File: config.mk
export PLATFORM = sky130hd
export DESIGN_NAME = add7_host_flat
export DESIGN_NICKNAME = d
export VERILOG_FILES = /design/src/rtl/add7_pkg.sv /design/src/rtl/add7_if.sv /design/src/rtl/add7_arg_bank.sv /design/src/rtl/add7_host.sv /design/src/flat_wrapper.sv
export SDC_FILE = /design/constraint.sdc
export NUM_CORES = 1
export LEC_CHECK = 0
export CAP_MARGIN = 20
export CELL_PAD_IN_SITES_DETAIL_PLACEMENT = 0
export CELL_PAD_IN_SITES_GLOBAL_PLACEMENT = 1
export CORE_AREA = 2 2 110 112
export DETAILED_ROUTE_END_ITERATION = 8
export DIE_AREA = 0 0 112 114
export PLACE_DENSITY = 0.79
export SLEW_MARGIN = 25
export SYNTH_ARGS = -nofsm -noshare
export SYNTH_HDL_FRONTEND = slang
export SYNTH_SLANG_ARGS = --single-unit
File: constraint.sdc
create_clock -name clk -period 2.7 [get_ports clk]
set_input_delay 0.675 -clock clk [delete_from_list [all_inputs] [get_ports clk]]
set_output_delay 0.675 -clock clk [all_outputs]
set_load 0.03 [all_outputs]
File: src/rtl/add7_pkg.sv
// Shared types and constants for the seven-operand add host.
// Slot order is a, b, c, d, e, f, g; slots e and g carry full 13-bit operands.
package add7_pkg;

    localparam int ARG_COUNT    = 7;
    localparam int ARG_W_NARROW = 10;
    localparam int ARG_W_WIDE   = 13;
    localparam int RES_W        = 13;
    localparam int IDX_W        = 3;

    // One bit per slot, bit i set when slot i is a wide operand (e = 4, g = 6).
    localparam logic [ARG_COUNT-1:0] SLOT_IS_WIDE = 7'b101_0000;

    typedef enum logic [1:0] {
        ST_LOAD,
        ST_LAUNCH,
        ST_WAIT,
        ST_RESP
    } add7_host_state_t;

    function automatic logic slot_is_wide(input logic [IDX_W-1:0] idx);
        logic wide;
        wide = 1'b0;
        if (idx < IDX_W'(ARG_COUNT)) begin
            wide = SLOT_IS_WIDE[idx];
        end
        return wide;
    endfunction

endpackage

File: src/rtl/add7_if.sv
// Operand and result valid/ready streams between the interconnect and the add7 host.
// The slave modport is the host's view; the master modport is the interconnect's.
interface add7_if;
    import add7_pkg::*;

    logic                  s_valid;
    logic                  s_ready;
    logic [ARG_W_WIDE-1:0] s_data;

    logic                  m_valid;
    logic                  m_ready;
    logic [RES_W-1:0]      m_data;
    logic                  m_err;

    modport slave (
        input  s_valid,
        input  s_data,
        output s_ready,
        output m_valid,
        input  m_ready,
        output m_data,
        output m_err
    );

    modport master (
        output s_valid,
        output s_data,
        input  s_ready,
        input  m_valid,
        output m_ready,
        input  m_data,
        input  m_err
    );

endinterface

File: src/rtl/add7_arg_bank.sv
// Seven kernel operand registers written one slot per accepted beat.
// Narrow slots keep the low ten bits and flag any truncated upper bits.
module add7_arg_bank
    import add7_pkg::*;
(
    input  logic                    clk,
    input  logic                    rst,
    input  logic                    wr_en,
    input  logic [IDX_W-1:0]        wr_idx,
    input  logic [ARG_W_WIDE-1:0]   wr_data,
    input  logic                    clr_err,
    output logic [ARG_W_NARROW-1:0] init_a,
    output logic [ARG_W_NARROW-1:0] init_b,
    output logic [ARG_W_NARROW-1:0] init_c,
    output logic [ARG_W_NARROW-1:0] init_d,
    output logic [ARG_W_WIDE-1:0]   init_e,
    output logic [ARG_W_NARROW-1:0] init_f,
    output logic [ARG_W_WIDE-1:0]   init_g,
    output logic                    width_err
);

    logic truncates;

    assign truncates = !slot_is_wide(wr_idx) &&
                       (wr_data[ARG_W_WIDE-1:ARG_W_NARROW] != '0);

    // The error flag is sticky across the whole operand set and is only
    // released once the result that reports it has been consumed.
    always_ff @(posedge clk) begin
        if (rst) begin
            init_a    <= '0;
            init_b    <= '0;
            init_c    <= '0;
            init_d    <= '0;
            init_e    <= '0;
            init_f    <= '0;
            init_g    <= '0;
            width_err <= 1'b0;
        end else begin
            if (clr_err) begin
                width_err <= 1'b0;
            end
            if (wr_en) begin
                case (wr_idx)
                    3'd0:    init_a <= wr_data[ARG_W_NARROW-1:0];
                    3'd1:    init_b <= wr_data[ARG_W_NARROW-1:0];
                    3'd2:    init_c <= wr_data[ARG_W_NARROW-1:0];
                    3'd3:    init_d <= wr_data[ARG_W_NARROW-1:0];
                    3'd4:    init_e <= wr_data;
                    3'd5:    init_f <= wr_data[ARG_W_NARROW-1:0];
                    3'd6:    init_g <= wr_data;
                    default: ;
                endcase
                if (truncates) begin
                    width_err <= 1'b1;
                end
            end
        end
    end

endmodule

File: src/rtl/add7_host.sv
// Host driver for the seven-operand add kernel: gathers operands, pulses the
// kernel load, waits for done or timeout, and returns the sum downstream.
module add7_host
    import add7_pkg::*;
#(
    parameter int TIMEOUT = 64
) (
    input  logic                    clk,
    input  logic                    rst,
    add7_if.slave                   bus,
    output logic                    busy,
    output logic                    k_r_enable,
    output logic                    k_control,
    output logic [ARG_W_NARROW-1:0] k_init_a,
    output logic [ARG_W_NARROW-1:0] k_init_b,
    output logic [ARG_W_NARROW-1:0] k_init_c,
    output logic [ARG_W_NARROW-1:0] k_init_d,
    output logic [ARG_W_WIDE-1:0]   k_init_e,
    output logic [ARG_W_NARROW-1:0] k_init_f,
    output logic [ARG_W_WIDE-1:0]   k_init_g,
    input  logic                    k_w_enable,
    input  logic [RES_W-1:0]        k_result
);

    localparam int CNT_W = $clog2(TIMEOUT + 1);

    add7_host_state_t state;
    logic [IDX_W-1:0] idx;
    logic [CNT_W-1:0] cnt;
    logic             accept;
    logic             resp_done;
    logic             width_err;

    assign bus.s_ready = (state == ST_LOAD) && !rst;
    assign accept      = bus.s_valid && bus.s_ready;
    assign resp_done   = (state == ST_RESP) && bus.m_ready;
    assign busy        = !((state == ST_LOAD) && (idx == '0));
    assign k_control   = 1'b0;

    add7_arg_bank u_arg_bank (
        .clk       (clk),
        .rst       (rst),
        .wr_en     (accept),
        .wr_idx    (idx),
        .wr_data   (bus.s_data),
        .clr_err   (resp_done),
        .init_a    (k_init_a),
        .init_b    (k_init_b),
        .init_c    (k_init_c),
        .init_d    (k_init_d),
        .init_e    (k_init_e),
        .init_f    (k_init_f),
        .init_g    (k_init_g),
        .width_err (width_err)
    );

    // A done flag in the same cycle as the timeout wins; the kernel clears
    // its done flag on the load edge, so WAIT never sees a stale one.
    always_ff @(posedge clk) begin
        if (rst) begin
            state       <= ST_LOAD;
            idx         <= '0;
            cnt         <= '0;
            k_r_enable  <= 1'b0;
            bus.m_valid <= 1'b0;
            bus.m_data  <= '0;
            bus.m_err   <= 1'b0;
        end else begin
            case (state)
                ST_LOAD: begin
                    k_r_enable <= 1'b0;
                    if (accept) begin
                        idx <= idx + 1'b1;
                        if (idx == IDX_W'(ARG_COUNT - 1)) begin
                            state      <= ST_LAUNCH;
                            k_r_enable <= 1'b1;
                        end
                    end
                end
                ST_LAUNCH: begin
                    k_r_enable <= 1'b0;
                    cnt        <= '0;
                    state      <= ST_WAIT;
                end
                ST_WAIT: begin
                    cnt <= cnt + 1'b1;
                    if (k_w_enable) begin
                        bus.m_data  <= k_result;
                        bus.m_err   <= width_err;
                        bus.m_valid <= 1'b1;
                        state       <= ST_RESP;
                    end else if (cnt == CNT_W'(TIMEOUT - 1)) begin
                        bus.m_data  <= '0;
                        bus.m_err   <= 1'b1;
                        bus.m_valid <= 1'b1;
                        state       <= ST_RESP;
                    end
                end
                ST_RESP: begin
                    if (bus.m_ready) begin
                        bus.m_valid <= 1'b0;
                        idx         <= '0;
                        state       <= ST_LOAD;
                    end
                end
                default: begin
                    state <= ST_LOAD;
                end
            endcase
        end
    end

endmodule

File: src/flat_wrapper.sv
// flat-port wrapper written by rule: the top's interface ports become plain ports
module add7_host_flat import add7_pkg::*;
#(
    parameter int TIMEOUT = 64
)
  (clk, rst, busy, k_r_enable, k_control, k_init_a, k_init_b, k_init_c, k_init_d, k_init_e, k_init_f, k_init_g, k_w_enable, k_result, bus_s_valid, bus_s_data, bus_s_ready, bus_m_valid, bus_m_ready, bus_m_data, bus_m_err);
  add7_if bus_i ();
  input  logic clk;
  input  logic rst;
  output logic busy;
  output logic k_r_enable;
  output logic k_control;
  output logic [ARG_W_NARROW-1:0] k_init_a;
  output logic [ARG_W_NARROW-1:0] k_init_b;
  output logic [ARG_W_NARROW-1:0] k_init_c;
  output logic [ARG_W_NARROW-1:0] k_init_d;
  output logic [ARG_W_WIDE-1:0] k_init_e;
  output logic [ARG_W_NARROW-1:0] k_init_f;
  output logic [ARG_W_WIDE-1:0] k_init_g;
  input  logic k_w_enable;
  input  logic [RES_W-1:0] k_result;
  input wire logic [$bits(bus_i.s_valid)-1:0] bus_s_valid;
  input wire logic [$bits(bus_i.s_data)-1:0] bus_s_data;
  output wire logic [$bits(bus_i.s_ready)-1:0] bus_s_ready;
  output wire logic [$bits(bus_i.m_valid)-1:0] bus_m_valid;
  input wire logic [$bits(bus_i.m_ready)-1:0] bus_m_ready;
  output wire logic [$bits(bus_i.m_data)-1:0] bus_m_data;
  output wire logic [$bits(bus_i.m_err)-1:0] bus_m_err;
  assign bus_i.s_valid = bus_s_valid;
  assign bus_i.s_data = bus_s_data;
  assign bus_s_ready = bus_i.s_ready;
  assign bus_m_valid = bus_i.m_valid;
  assign bus_i.m_ready = bus_m_ready;
  assign bus_m_data = bus_i.m_data;
  assign bus_m_err = bus_i.m_err;
  add7_host #(.TIMEOUT(TIMEOUT)) u_core (.clk(clk), .rst(rst), .bus(bus_i), .busy(busy), .k_r_enable(k_r_enable), .k_control(k_control), .k_init_a(k_init_a), .k_init_b(k_init_b), .k_init_c(k_init_c), .k_init_d(k_init_d), .k_init_e(k_init_e), .k_init_f(k_init_f), .k_init_g(k_init_g), .k_w_enable(k_w_enable), .k_result(k_result));
endmodule
Word level (Yosys, flattened, before mapping):

Memories as Yosys holds them, arrays and structs flattened. A register that Yosys moved wholly into a read port is not among the register bits.
Cells that the tools add are included.
W data, S select, Z words.

* memory bits (read-only): 8
* input port bits: 31
* word-level logic and storage cells: 88
* memories kept: 1
* bits in registers: 105

Memory list
* (name not given): words 8, bits a word 1, rd ports 1, clocked after memory_dff 1, write ports 0, line add7_pkg.sv:25 `wide = SLOT_IS_WIDE[idx];`

* eq/ne operators: 14
* mux-type cells: 27
* $lt $le $gt $ge: 2
* reductions and logical operators: 27
* $add $sub $neg: 2

Operator list (number)
* $mux W13: 2
* $reduce_and A2 Y1: 8
* $pmux W7 S2: 1
* $mux W3: 4
* $mux W1: 11
* $mux W2: 5
* $reduce_bool A2 Y1: 5
* $eq A3 B3 Y1 const B: 3
* $pmux W2 S4: 1
* $add A7 B1 Y7 const B: 1
* $eq A7 B6 Y1 const B: 1
* $eq A3 B2 Y1 const B: 2
* $pmux W3 S2: 1
* $reduce_and A3 Y1: 2
* $logic_and A1 B1 Y1: 5
* $eq A2 B2 Y1 const B: 2
* $lt A3 B4 Y1 const B: 1
* $ne A2 B2 Y1 const B: 2
* $pmux W1 S2: 2
* $reduce_and A4 Y1: 1
* $add A3 B1 Y3 const B: 1
* $eq A3 B1 Y1 const B: 1
* $logic_not A1 Y1: 3
* $logic_not A3 Y1: 1
* 6 further kinds: 6

Depth between registers and ports, before layout:

Gate-level depths: netlist (run 1).

* depth after elaboration: 7
* gate-level depth with buffers: 9

By module:

From an unflattened synthesis (run 1), not the netlist that was laid out.

* cells, all modules: 406
* area, all modules: 4345.4 µm²

Modules (own cells, without submodules)
* add7_arg_bank: sequential area each 1541.5 µm², area each 3091.7 µm², times used 1, cells an instance 278
* add7_host: sequential area each 560.5 µm², area each 1253.7 µm², times used 1, cells an instance 128

Worst setup path after synthesis (run 1):

Ideal clock, no wire load.

* path kind: input to output
* start point: in rst
* end point: out bus_s_ready
* cell stages on the path: 4
* path buffers: 3
* path slack: 0.405 ns
* data arrival time: 1.620 ns
* cell sequence: clkbuf_1 -> buf_2 -> buf_2 -> nor2_1

* word-level cells in the longest chain between the ends: 2

RTL lines
* start: declaration: line flat_wrapper.sv:9 `input logic rst;`
* $logic_not A1 Y1: line add7_host.sv:34 `assign bus.s_ready = (state == ST_LOAD) && !rst;`
* $logic_and A1 B1 Y1: line add7_host.sv:34
* end: declaration: line flat_wrapper.sv:24 `output wire logic [$bits(bus_i.s_ready)-1:0] bus_s_ready;`

No other way between the ends.

Final worst setup path (run 1):

* start point: reg u_core.state[0]
* end point: out busy

* word-level cells in the longest chain between the ends: 3

RTL lines
* start: declaration: line add7_host.sv:27 `add7_host_state_t state;`
* start signal: assignment: line add7_host.sv:61 `state <= ST_LOAD;`
* start signal: assignment: line add7_host.sv:75 `state <= ST_LAUNCH;`
* start signal: assignment: line add7_host.sv:83 `state <= ST_WAIT;`
* $logic_not A2 Y1: line add7_host.sv:37 `assign busy = !((state == ST_LOAD) && (idx == '0));`
* $logic_and A1 B1 Y1: line add7_host.sv:37
* $logic_not A1 Y1: line add7_host.sv:37
* end: declaration: line flat_wrapper.sv:10 `output logic busy;`

No other way between the ends.

==> results.yml, run 1 <==
cells_and_area:
  fill_cells: 1116
  design_area_um2: 5730
  n_antenna_cell: 0
  syn2layout_area_growth_pct: 40.9
  drive_above_1_share_pct: 6.81
  layout.nets: 623
place:
  place.gp.congestion: 0.760
  pre_cts_ws_ps: 221
  placed_area_um2: 5420
  port_buffers: 124
  post-dp-hpwl_mm: 8.03
flow_run:
  maxCapViolCount: 0
global_routing:
  overflow: 0
  grt_antenna_before_repair: 0
  grt_pass1_wl_mm: 17.8
  grt_usage_pct: 17.5
  grt_max_degree: 61
  grt_pass1_vias: 3474
floorplanning:
  io_pins: 126
  die-area_um2: 12800
  fp.dieH_um: 114
  fp.dieW_um: 112
  start_util_pct: 34.7
  core_um2: 11700
  rows: 40
worst_setup_path:
  end_kind: "output pin"
  setup.worst_path.start_class: "register"
  reg2reg_slack_ps: 700
  crit_fanout: 8
  required_ps: 2030
  crit_type: "register to output pin"
  arrival_ps: 1910
clock_tree:
  hold_buffers: 0
  clkSinkCount: 106
  postCtsSetupRepairBufs: 0
  htree_levels: 3
  cts_root_buffer: "clkbuf_16"
  cts.path.max_buffers: 2
  cts.repair.resized: 0
  cts_tree: "done"
  cts-buffers-inserted: 9
  clock_latency_ps: 340
  clk_pin_slew_ps: 70
timing:
  slew_headroom_pct: 41.6
  worst-slew-pin-transition_ps: 876
  hold_viol_final: 0
  finalSetupViolations: 0
  skew_ps: 5.10
  drv_slew: 0
  fmax_mhz: 387
  min_period_ps: 2580
  tns_ps: 0
  worst_slack_ps: 118
  finalCritPeriodShare_pct: 95.6
  rsz0062_at_grt: "no"
yosys:
  synthTopCellsByArea: "dfxtp_1 (52%), nand2_1 (11%), a21oi_1 (8.5%)"
  syn_avg_cell_area_um2: 8.67
  synth.net_count: 510
  synth_edf_count: 0
  synth-seq-cells: 106
  synth_area_um2: 4070
  synth.top_cell.area_share_pct: 52.2
  synth.distinct_cells: 40
  synthCells: 469
  async_flop_share_pct: 0
  yosysWarnings: 0
  netlist_top_cells_count: "nand2_1 (114), dfxtp_1 (106), a21oi_1 (69)"
  synth_most_common_cell: "nand2_1"
  yosysTopAreaCell: "dfxtp_1"
  yosysSeqAreaShare_pct: 52.2
  synth_flop_cell: "dfxtp_1"
power:
  comb_power_share_pct: 7.1
  ir_worst_vdd_mv: 0.249
  totalPowerFinal_mw: 3.13
  pwr-share-clk_pct: 42.3
  p_sw_share_pct: 22.9
  seqPwrFrac_pct: 50.6
  leakagePower_nw: 2.04
  power.density_nw_per_um2: 547
  p_int_mw: 2.42
  netSwitchingPower_mw: 0.718
drt:
  viasPerCell: 4.94
  wl_per_cell_um: 15.4
  ant_nets: 0
  drt_iter0_markers: 186
  routed_wirelength_mm: 11.3
  drtPass1Iterations: 5
  remaining_drc_errors: 0
  vias: 3627
worst_hold_path:
  holdCritPathClass: "register to register"
outcome:
  outcome: "finished, final reports clean"
## final timing paths
check                                                               from                                        to  cells after the start
worst max-delay path                        u_core.state[0]$_SDFFE_PP0P_                                      busy                      4
worst min-delay path            u_core.u_arg_bank.init_a[9]$_SDFFE_PP0P_  u_core.u_arg_bank.init_a[9]$_SDFFE_PP0P_                      2
worst max register to register              u_core.state[1]$_SDFFE_PP0P_  u_core.u_arg_bank.init_c[9]$_SDFFE_PP0P_                      7
worst min register to register  u_core.u_arg_bank.init_a[9]$_SDFFE_PP0P_  u_core.u_arg_bank.init_a[9]$_SDFFE_PP0P_                      2
## state kept, by name (all words and copies together), names as in the netlist, 7 cells and up, named ones only
name / flops
u_core.bus.m_data: 13
u_core.cnt: 7
u_core.u_arg_bank.init_a: 10
u_core.u_arg_bank.init_b: 10
u_core.u_arg_bank.init_c: 10
u_core.u_arg_bank.init_d: 10
u_core.u_arg_bank.init_e: 13
u_core.u_arg_bank.init_f: 10
u_core.u_arg_bank.init_g: 13
## metrics by stage
stage,utilization [%],hold slack [ps],std cells
3_3_place_gp,46.3,443,718
5_1_grt,48.9,477,734
3_5_place_dp,46.3,447,718
6_report,48.9,454,734
2_1_floorplan,-,453,469
4_1_cts,48.9,456,734
## cell families (layout without fill, tap and decap cells)
family          after synthesis  in the layout  share of synthesized area [%]
compound gates              102            102                           15.5
xor+xnor                      3              3                          0.646
fa+ha+maj                    10             10                           3.08
buf+inv                      40            158                           4.74
flops                       106            106                           52.2
mux                          12             12                           3.02
other cells                   1              1                         0.0922
simple gates                195            195                           20.7
## critical path, cell delays in order (launching register included)
cell             delay, ps
dfxtp_1                380
inv_1                   80
ha_1                   300
nand3_1                140
clkdlybuf4s50_1        670
## area by class of cell
cell class              count  area, µm²  area share [%]
flip-flops and latches    106       2120            37.1
multi-input cells         323       1770            30.8
repair buffers            133       1320            23.0
clock buffers              11        243            4.24
well taps                 147        184            3.21
clock inverters             5       62.6            1.09
inverters                   9       33.8           0.590
## layout by cell type (no fill, tap or decap), types with 8 or more instances in the layout
cell type	instances
nor2_1	21
ha_1	10
a21oi_1	69
dfxtp_1	106
mux2i_1	10
inv_1	9
nand2_1	114
a22o_1	13
a21oi_2	8
clkdlybuf4s50_1	122
nand3_1	36
buf_4	10
clkbuf_16	9
## routing by layer
metal	wire (µm)	GRT usage [%]
met5	0	0
met4	171	6.18
met3	862	4.68
met2	5270	28.8
met1	5020	22.4
## power groups by stage
stage	Sequential, mW	Clock (mW)	Combinational [mW]
floorplan	1.64	0	0.0845
global placement	1.62	0	0.221
detailed placement	1.62	0	0.224
CTS	1.59	1.36	0.224
global route	1.59	1.44	0.238
finish	1.59	1.33	0.223
(Power assumes the default switching activity.)
==> run 2, diff against run 1 <==
- GPL_TIMING_DRIVEN: default -> 0
==> run 2 against run 1 <==
Against the previous run: register-to-register slack better by 130 ps; power fell by 2.0%; worst setup slack lost 34 ps; clock power shrank 6%; maximum frequency shrank 1.3%; non-clock buffer count is 20 higher; cell area up 0.92%; die area unchanged; sequential power about the same; count of clock-buffer cells in the layout shrank 1; routed wire length is 2.7% higher; largest power group unchanged; highest routed layer unchanged.
==> results.yml, run 2 (synthesis results as in run 1) <==
cells_and_area:
  drive_above_1_share_pct: 7.91
  layout.nets: 643
  fill_cells: 1198
  layout_commonest_cell: "clkdlybuf4s50_1"
  design_area_um2: 5780
  final_cell_mix: "clkdlybuf4s50_1 (122), nand2_1 (114), dfxtp_1 (106)"
  syn2layout_area_growth_pct: 42.2
  n_antenna_cell: 0
  top_regs: "u_core.bus.m_data: 13 flops, u_core.u_arg_bank.init_e: 13 flops, u_core.u_arg_bank.init_g: 13 flops"
worst_setup_path:
  setup.worst_path.start_class: "primary input"
  reg2reg_slack_ps: 830
  reg2reg_depth: 7
  cp_slowest_cell: "clkdlybuf4s50_1"
  crit_fanout: 28
  r2r_start: "u_core.state[1]$_SDFFE_PP0P_"
  end_kind: "output pin"
  crit_chain: "clkdlybuf4s50_1 -> buf_8 -> nor2_1 -> clkdlybuf4s15_1"
  critPathBufInv: 3
  arrival_ps: 1940
  cpLargestDelayFamily: "buffers and inverters"
  reg2reg_to: "u_core.u_arg_bank.init_b[4]$_SDFFE_PP0P_"
  max_stage_delay_ps: 610
  required_ps: 2030
  crit_type: "primary input to output pin"
clock_tree:
  cts.path.max_buffers: 2
  cts-buffers-inserted: 9
  clock_latency_ps: 340
  cts_root_buffer: "clkbuf_16"
  postCtsSetupRepairBufs: 0
  htree_levels: 3
  clkSinkCount: 106
  clk_pin_slew_ps: 70
  cts_tree: "done"
  hold_buffers: 0
timing:
  finalSetupViolations: 0
  worst_slack_ps: 83.5
  finalCritPeriodShare_pct: 96.9
  skew_ps: 9.56
  tns_ps: 0
  whs_ps: 453
  worst-slew-pin-transition_ps: 624
  hold_viol_final: 0
  slew_headroom_pct: 58.4
  rsz0062_at_grt: "no"
  drv_slew: 0
  fmax_mhz: 382
  min_period_ps: 2620
global_routing:
  overflow: 0
  grt_usage_pct: 18.5
  grt_max_degree: 29
  grt_util_met2_pct: 30.8
  globalRouteMet3Util_pct: 4.84
  grt_pass1_vias: 3654
  grtUsageMet1_pct: 23.5
  busiest_layer: "met2"
  grt_pass1_wl_mm: 18.7
  grt_antenna_before_repair: 0
drt:
  ant_nets: 0
  remaining_drc_errors: 0
  vias: 3679
  wl_per_cell_um: 15.4
  viasPerCell: 4.88
  drtPass1Iterations: 4
  routed_wirelength_mm: 11.6
  drt_iter0_markers: 168
power:
  pwr-share-clk_pct: 40.9
  p_int_mw: 2.33
  netSwitchingPower_mw: 0.742
  comb_power_share_pct: 7.5
  seqPwrFrac_pct: 51.6
  power.density_nw_per_um2: 531
  ir_worst_vdd_mv: 0.293
  p_sw_share_pct: 24.2
  leakagePower_nw: 2.09
place:
  post-dp-hpwl_mm: 8.65
  port_buffers: 124
  pre_cts_ws_ps: -993
  place.gp.congestion: 0.774
  placed_area_um2: 5490
worst_hold_path:
  min_from: "u_core.u_arg_bank.init_c[2]$_SDFFE_PP0P_"
  hold_path_depth: 2
  holdCritPathClass: "register to register"
  min_to: "u_core.u_arg_bank.init_c[2]$_SDFFE_PP0P_"
floorplanning:
  core_um2: 11700
  rows: 40
  die-area_um2: 12800
  start_util_pct: 34.7
  io_pins: 126
  fp.dieH_um: 114
  fp.dieW_um: 112
flow_run:
  maxCapViolCount: 0
outcome:
  outcome: "finished, final reports clean"
run 2: routing by layer:
metal / part of all wire, % / vias up
li1: - / 1848
met1: 44 / 1704
met2: 47 / 116
met3: 7.6 / 11
met4: 1.1 / 0
met5: 0 / -
run 2: worst reg2reg max path: stages (launching register included):
cell and delay (ps):
dfxtp_1 340, inv_1 100, ha_1 300, nor4bb_1 320, buf_2 230, nand2_1 230, nand2_1 150, a21oi_1 80
run 2: repair_timing:
action,CTS,global route
cloned,0,0
resized for setup,6,2
endpoints found under the setup margin,2,1
run 2: power groups by stage:
stage | Sequential, mW | Clock (mW) | Combinational [mW]
6_report | 1.59 | 1.25 | 0.230
5_1_grt | 1.59 | 1.35 | 0.248
4_1_cts | 1.58 | 1.28 | 0.232
3_5_place_dp | 1.62 | 0 | 0.233
3_3_place_gp | 1.62 | 0 | 0.231
2_1_floorplan | 1.64 | 0 | 0.0845
run 2: through the flow:
step	total power, mW	cells	utilization, %
after floorplan	1.73	469	-
after global placement	1.85	740	46.9
after detailed placement	1.86	740	46.9
after CTS	3.10	754	49.3
after global routing	3.19	754	49.3
final	3.07	754	49.3
run 2: worst max-delay path by stage:
stage	from	end	slack (ps)	depth (start not counted)
after floorplan	rst	bus_s_ready	400	4
after global placement	rst	bus_s_ready	-970	6
after CTS	rst	bus_s_ready	20	4
after detailed placement	rst	bus_s_ready	-990	6
final	rst	bus_s_ready	80	4
after global routing	rst	bus_s_ready	20	4
run 2: final cells by class:
class	count	area [µm²]	area share [%]
sequential	106	2120	36.7
multi-input combinational	323	1750	30.3
timing repair buffer	124	1240	21.5
clock buffer	10	239	4.14
tap	147	184	3.18
buffer	29	161	2.79
clock inverter	6	48.8	0.844
inverter	9	33.8	0.585
